==> src/rtl/dac_spi_responder_if.sv <==
// SPI pin bundle between the DacSpi master and the LTC2624-style responder.
interface dac_spi_responder_if;
  logic SPI_SCK;
  logic DAC_CS;
  logic SPI_MOSI;
  logic DAC_CLR;
  logic DAC_OUT;

  modport master (output SPI_SCK, output DAC_CS, output SPI_MOSI, output DAC_CLR,
                  input DAC_OUT);
  modport slave (input SPI_SCK, input DAC_CS, input SPI_MOSI, input DAC_CLR,
                 output DAC_OUT);
endinterface

==> src/rtl/dac_spi_responder.sv <==
// LTC2624-style 4-channel 12-bit SPI DAC responder. Oversamples the SPI pins
// on CLK50MHZ, captures 32-bit frames, decodes command/address into input and
// DAC registers, and shifts the previous frame back out on DAC_OUT.
module dac_spi_responder #(
  parameter int SYNC_STAGES = 2,
  parameter int FRAME_BITS  = 32
) (
  input  logic                CLK50MHZ,
  input  logic                RST,
  dac_spi_responder_if.slave  spi,
  output logic [47:0]         dac_value,
  output logic [3:0]          dac_powerdown,
  output logic [31:0]         last_frame,
  output logic                frame_done,
  output logic                frame_err
);

  localparam int CW = $clog2(FRAME_BITS + 2);

  typedef enum logic {IDLE = 1'b0, SHIFT = 1'b1} state_t;

  // SCK and CS keep one extra flop so edges compare the last two synced values
  logic [SYNC_STAGES:0]   sck_sh;
  logic [SYNC_STAGES:0]   cs_sh;
  logic [SYNC_STAGES-1:0] mosi_sh;
  logic [SYNC_STAGES-1:0] clr_sh;
  logic sck_rise, sck_fall, cs_rise, cs_fall, mosi_s, clr_s;

  state_t state, state_nx;
  logic shift_en, out_en, cnt_clr, commit, abort;

  logic [CW-1:0]     bit_cnt;
  logic [31:0]       sreg;
  logic              dac_out;
  logic [3:0][11:0]  inreg, inreg_nx;
  logic [3:0][11:0]  dac, dac_nx;
  logic [3:0]        pd, pd_nx, sel;
  logic [3:0]        cmd, addr;
  logic [11:0]       data;

  // Pin synchronizers, reset to the idle pin levels
  always_ff @(posedge CLK50MHZ or posedge RST) begin
    if (RST) begin
      sck_sh  <= '0;
      cs_sh   <= '1;
      mosi_sh <= '0;
      clr_sh  <= '1;
    end else begin
      sck_sh  <= {sck_sh[SYNC_STAGES-1:0], spi.SPI_SCK};
      cs_sh   <= {cs_sh[SYNC_STAGES-1:0], spi.DAC_CS};
      mosi_sh <= {mosi_sh[SYNC_STAGES-2:0], spi.SPI_MOSI};
      clr_sh  <= {clr_sh[SYNC_STAGES-2:0], spi.DAC_CLR};
    end
  end

  assign sck_rise = sck_sh[SYNC_STAGES-1] & ~sck_sh[SYNC_STAGES];
  assign sck_fall = ~sck_sh[SYNC_STAGES-1] & sck_sh[SYNC_STAGES];
  assign cs_rise  = cs_sh[SYNC_STAGES-1] & ~cs_sh[SYNC_STAGES];
  assign cs_fall  = ~cs_sh[SYNC_STAGES-1] & cs_sh[SYNC_STAGES];
  assign mosi_s   = mosi_sh[SYNC_STAGES-1];
  assign clr_s    = clr_sh[SYNC_STAGES-1];

  // Frame state register
  always_ff @(posedge CLK50MHZ or posedge RST) begin
    if (RST) state <= IDLE;
    else     state <= state_nx;
  end

  // Next state; CS edges win over a coincident SCK edge
  always_comb begin
    state_nx = state;
    shift_en = 1'b0;
    out_en   = 1'b0;
    cnt_clr  = 1'b0;
    commit   = 1'b0;
    abort    = 1'b0;
    case (state)
      IDLE: begin
        if (cs_fall) begin
          state_nx = SHIFT;
          cnt_clr  = 1'b1;
          shift_en = sck_rise;
        end
      end
      SHIFT: begin
        if (cs_rise) begin
          state_nx = IDLE;
          if (bit_cnt == CW'(FRAME_BITS)) commit = 1'b1;
          else                            abort  = 1'b1;
        end else begin
          shift_en = sck_rise;
          out_en   = sck_fall;
        end
      end
      default: state_nx = IDLE;
    endcase
  end

  assign cmd  = sreg[23:20];
  assign addr = sreg[19:16];
  assign data = sreg[15:4];

  // Command decode; an active clear overrides any write from the frame
  always_comb begin
    sel      = 4'b0000;
    inreg_nx = inreg;
    dac_nx   = dac;
    pd_nx    = pd;
    if (addr == 4'hF)      sel = 4'hF;
    else if (addr < 4'd4)  sel = 4'b0001 << addr[1:0];
    if (commit && clr_s) begin
      case (cmd)
        4'b0000: begin
          for (int n = 0; n < 4; n++) if (sel[n]) inreg_nx[n] = data;
        end
        4'b0001: begin
          for (int n = 0; n < 4; n++)
            if (sel[n]) begin
              dac_nx[n] = inreg[n];
              pd_nx[n]  = 1'b0;
            end
        end
        4'b0010: begin
          for (int n = 0; n < 4; n++) if (sel[n]) inreg_nx[n] = data;
          dac_nx = inreg_nx;
          pd_nx  = 4'b0000;
        end
        4'b0011: begin
          for (int n = 0; n < 4; n++)
            if (sel[n]) begin
              inreg_nx[n] = data;
              dac_nx[n]   = data;
              pd_nx[n]    = 1'b0;
            end
        end
        4'b0100: begin
          for (int n = 0; n < 4; n++) if (sel[n]) pd_nx[n] = 1'b1;
        end
        default: ;
      endcase
    end
    if (!clr_s) begin
      inreg_nx = '0;
      dac_nx   = '0;
    end
  end

  // Shift register, bit counter, readback pin, frame commit and channel registers
  always_ff @(posedge CLK50MHZ or posedge RST) begin
    if (RST) begin
      bit_cnt    <= '0;
      sreg       <= '0;
      dac_out    <= 1'b0;
      last_frame <= '0;
      frame_done <= 1'b0;
      frame_err  <= 1'b0;
      inreg      <= '0;
      dac        <= '0;
      pd         <= '0;
    end else begin
      if (cnt_clr)
        bit_cnt <= shift_en ? CW'(1) : '0;
      else if (shift_en && bit_cnt != CW'(FRAME_BITS + 1))
        bit_cnt <= bit_cnt + CW'(1);
      if (shift_en) sreg <= {sreg[30:0], mosi_s};
      if (state == IDLE || out_en) dac_out <= sreg[31];
      if (commit) last_frame <= sreg;
      frame_done <= commit;
      frame_err  <= abort;
      inreg      <= inreg_nx;
      dac        <= dac_nx;
      pd         <= pd_nx;
    end
  end

  assign dac_value     = dac;
  assign dac_powerdown = pd;
  assign spi.DAC_OUT   = dac_out;

endmodule

==> src/flat_wrapper.sv <==
// flat-port wrapper written by rule: the top's interface ports become plain ports
module dac_spi_responder_flat 
#(
  parameter int SYNC_STAGES = 2,
  parameter int FRAME_BITS  = 32
)
  (CLK50MHZ, RST, dac_value, dac_powerdown, last_frame, frame_done, frame_err, spi_SPI_SCK, spi_DAC_CS, spi_SPI_MOSI, spi_DAC_CLR, spi_DAC_OUT);
  dac_spi_responder_if spi_i ();
  input  logic CLK50MHZ;
  input  logic RST;
  output logic [47:0] dac_value;
  output logic [3:0] dac_powerdown;
  output logic [31:0] last_frame;
  output logic frame_done;
  output logic frame_err;
  input wire logic [$bits(spi_i.SPI_SCK)-1:0] spi_SPI_SCK;
  input wire logic [$bits(spi_i.DAC_CS)-1:0] spi_DAC_CS;
  input wire logic [$bits(spi_i.SPI_MOSI)-1:0] spi_SPI_MOSI;
  input wire logic [$bits(spi_i.DAC_CLR)-1:0] spi_DAC_CLR;
  output wire logic [$bits(spi_i.DAC_OUT)-1:0] spi_DAC_OUT;
  assign spi_i.SPI_SCK = spi_SPI_SCK;
  assign spi_i.DAC_CS = spi_DAC_CS;
  assign spi_i.SPI_MOSI = spi_SPI_MOSI;
  assign spi_i.DAC_CLR = spi_DAC_CLR;
  assign spi_DAC_OUT = spi_i.DAC_OUT;
  dac_spi_responder #(.SYNC_STAGES(SYNC_STAGES), .FRAME_BITS(FRAME_BITS)) u_core (.CLK50MHZ(CLK50MHZ), .RST(RST), .spi(spi_i), .dac_value(dac_value), .dac_powerdown(dac_powerdown), .last_frame(last_frame), .frame_done(frame_done), .frame_err(frame_err));
endmodule
==> config.mk <==
export PLATFORM = sky130hd
export DESIGN_NAME = dac_spi_responder_flat
export DESIGN_NICKNAME = d
export VERILOG_FILES = /design/src/rtl/dac_spi_responder_if.sv /design/src/rtl/dac_spi_responder.sv /design/src/flat_wrapper.sv
export SDC_FILE = /design/constraint.sdc
export NUM_CORES = 1
export LEC_CHECK = 0
export ABC_CLOCK_PERIOD_IN_PS = 7800
export BUFFER_PORTS_ARGS = -buffer_cell sky130_fd_sc_hd__buf_4
export CAP_MARGIN = 20
export CORE_ASPECT_RATIO = 0.9
export CORE_MARGIN = 3
export CORE_UTILIZATION = 30
export DETAILED_ROUTE_END_ITERATION = 8
export HOLD_SLACK_MARGIN = 0.03
export PLACE_DENSITY = 0.47
export SLEW_MARGIN = 5
export SYNTH_ARGS = -nofsm -noshare
export SYNTH_HDL_FRONTEND = slang
export SYNTH_SLANG_ARGS = --single-unit
==> constraint.sdc <==
create_clock -name CLK50MHZ -period 7.8 [get_ports CLK50MHZ]
set_input_delay 0.39 -clock CLK50MHZ [delete_from_list [all_inputs] [get_ports CLK50MHZ]]
set_output_delay 0.39 -clock CLK50MHZ [all_outputs]
set_load 0.02 [all_outputs]
==> results by group <==
Detailed routing
  – Drt drc: 0
  – Final wirelength: 26.34 mm
  – Routed WL per cell: 20.59 µm
  – Vias/cell: 5.265
  – ANT nets after route: 0
  – Initial DRC Count: 554
  – First-pass detailed-route iteration total: 5
  – Routed vias: 6734

Setup path
  – Critical path depth: 4
  – Crit path DAT: 2990 ps
  – Buffers & Inverters on Critical Path: 0
  – WS Path Type: register to register
  – R2r worst-path depth: 4
  – Flop-to-flop setup slack: 5180 ps
  – FF-to-FF End: u_core.dac_value[46]
  – Worst path top cell family by delay: simple AND/OR/NAND/NOR gates
  – CP cell instances: nand2_1 -> nor2_1 -> o211a_2 -> a22o_1
  – Worst endpoint required time: 8180 ps
  – CP Max Fanout: 16
  – FF-to-FF Start: u_core.sreg[17]
  – CP Capture Type: register
  – Critical Path Slowest Stage Cell: nor2_1
  – Type of origin of the critical path: register
  – Largest stage delay, worst path: 850 ps

Clock network
  – CTS tree: built
  – CTS buffer count: 17
  – # hold bufs at CTS: 0
  – PostCTS Resize Cnt: 0
  – Setup bufs post-CTS: 0
  – H-Tree Depth: 4
  – CTS sink cnt: 184
  – CTS Buffer Depth: 2
  – Clk Latency, worst-skew pair: 440 ps
  – Clock transition at path regs: 80 ps
  – CTS Root Cell: clkbuf_16

Die
  – Rows: 58
  – # IOs: 93
  – Die height: 168.7 µm
  – Die ar.: 31510 µm²
  – Die Width: 186.8 µm
  – Starting Density: 31.02%
  – Core Area: 28450 µm²

Logic synthesis
  – Syn Std Cell Area: 8823 µm²
  – Synth top area share: 50.77%
  – Synthesized flop and latch total: 184
  – Post-synthesis sequential area ratio: 52.25%
  – Ys Warns: 0
  – Ys flop type: dfrtp_1
  – Top-count cell post-synth: dfrtp_1
  – Avg Cell Area, Syn: 10.41 µm²
  – Post-synth top area cell: dfrtp_1
  – Synthesized net count: 857
  – Number of synthesized flops with an enable pin: 0
  – Most frequent cells after synthesis: dfrtp_1 (179), nand2_1 (113), a21oi_1 (54)
  – Async set-reset flop share out of synthesis: 100.0%
  – Syn Inst Count: 848
  – Ranking of synthesized cells by area: dfrtp_1 (51%), nand2_1 (4.8%), o31ai_1 (4.2%), nand4_1 (3.7%), a21oi_1 (3.1%)
  – Netlist cell types: 63

Cells and area
  – Diodes inserted: 0
  – Fillers: 2927
  – Synth-to-layout area growth: 15.85%
  – Final #Nets: 885
  – Final cell count without fillers: 1279
  – Fraction of layout cells with a size suffix above 1: 23.62%

STA
  – Tmin final: 2617 ps
  – Slew Viols, Final: 0
  – Slew HR: 26.35%
  – Final setup viols: 0
  – Slew @ Worst Pin: 1097 ps
  – RSZ-0062 raised after global routing: no
  – Setup TNS: 0 ps
  – Fmax: 0.3821 GHz
  – Final hold viol count: 0
  – Setup Skew: 19.36 ps
  – Ratio of final minimum period to clock period: 33.56%

Power and ir drop
  – Power Dens Cells: 192.8 nW/µm²
  – Pleak: 0.004312 µW
  – Max VDD drop: 0.0001478 V

Global route
  – Tot GR Track Use: 16.62%
  – Vias in the first global route: 6655
  – Initial antenna violation count: 0
  – Overall overflow remaining after global route: 0
  – First-pass GRT wire length: 41.40 mm
  – Pin count of the biggest net entering global routing: 130

Placement
  – I/O Buffers: 92
  – GP Congestion: 0.7575
  – DP Cell Count: 1245
  – DP HPWL: 16.10 mm

Min path
  – Min-Delay Startpoint: spi_SPI_MOSI
  – Hold worst-path end: u_core.mosi_sh[0]
  – Worst hold-check path type: input pin to register
  – Worst hold stages: 1

Outcome
  – Outcome: finished clean

Flow run
  – Max-cap violation count: 0
-- state kept, by name, indices dropped and copies added, names as in the netlist --
signal                count
u_core.dac_value         48
u_core.sreg              32
u_core.cs_sh              3
u_core.clr_sh             2
u_core.frame_done         1
u_core.dac_powerdown      4
u_core.spi.DAC_OUT        1
u_core.state              1
u_core.bit_cnt            6
u_core.mosi_sh            2
u_core.last_frame        32
u_core.inreg             48
u_core.sck_sh             3
u_core.frame_err          1
-- worst reg2reg max path: cells and delay by family, from the launching register on --
kind            cells  cell delay, ps
compound gates      2             680
flops               1             590
simple gates        2            1290
-- layout make-up --
cell class	instances	area, µm²	area share (%)
Sequential cell	184	4611	45.10
Multi-Input combinational cell	525	3591	35.13
Timing Repair Buffer	102	778.2	7.613
Tap cell	390	488.0	4.774
Clock buffer	18	439.2	4.296
Inverter	46	180.2	1.763
Clock inverter	14	135.1	1.322
-- layer usage --
layer	wire length [µm]	global-route usage, %
met1	13260	24.94
met2	11710	25.19
met3	1173	3.251
met4	195	2.925
met5	0	0
-- how the worst max path moves through the flow --
stage	to	from	slack (ps)
floorplan	u_core.bit_cnt[0]	RST	2420
global placement	u_core.dac_value[27]	u_core.sreg[22]	5070
detailed placement	u_core.dac_value[27]	u_core.sreg[22]	5010
CTS	u_core.dac_value[27]	u_core.sreg[22]	5020
global route	u_core.dac_value[46]	u_core.sreg[16]	4980
finish	u_core.dac_value[46]	u_core.sreg[17]	5180
-- logic make-up (layout without fill, tap and decap cells) --
logic type / after synthesis / in the layout / synth area share (%)
compound gates: 278 / 278 / 23.71
xor+xnor: 1 / 1 / 0.1844
fa+ha+maj: 3 / 3 / 0.4255
buf+inv: 139 / 180 / 7.104
flops: 184 / 184 / 52.25
mux: 32 / 32 / 3.900
simple gates: 211 / 211 / 12.42
-- where the power goes --
group | switching (µW) | total (µW) | internal, µW | leakage, µW
clock | 435 | 868 | 433 | 0.000270
combinational | 71.4 | 91.9 | 20.5 | 0.00151
sequential | 38.9 | 1010 | 972 | 0.00253
total | 545 | 1970 | 1430 | 0.00431
-- metrics by stage --
| step | worst slack, ps | util [%] | hold slack, ps | instance area (µm²) | power (µW) |
|---|---|---|---|---|---|
| floorplan | 2418 | - | 331.2 | 8823 | 1076 |
| global placement | 5073 | 33.82 | 343.6 | 9620 | 1123 |
| detailed placement | 5009 | 33.82 | 339.6 | 9620 | 1123 |
| CTS | 5017 | 35.84 | 39.50 | 10190 | 1990 |
| global route | 4985 | 35.93 | 35.99 | 10220 | 2043 |
| finish | 5183 | 35.93 | 48.78 | 10220 | 1970 |
-- placed cells by master (no fill, tap or decap), types with 4 or more instances in the layout --
cell type   count
nand4_1        52
mux2_1          8
o22ai_2        18
o211ai_1       25
a21oi_1        54
inv_1          43
nand3_1         5
dfstp_2         5
o31ai_1        49
nand2b_1        5
a31oi_1        25
buf_4         101
o22ai_1         6
a211oi_2       12
o2bb2ai_2      10
mux2_2         11
a211oi_1       13
mux2i_1        13
nor2_1          8
a22o_1         15
o21ai_1         8
clkbuf_16      17
dfrtp_1       179
nand2_1       112
o21ai_0        29
clkinvlp_4      4
inv_8           5
Note: power is estimated with default switching activity, not from simulation.
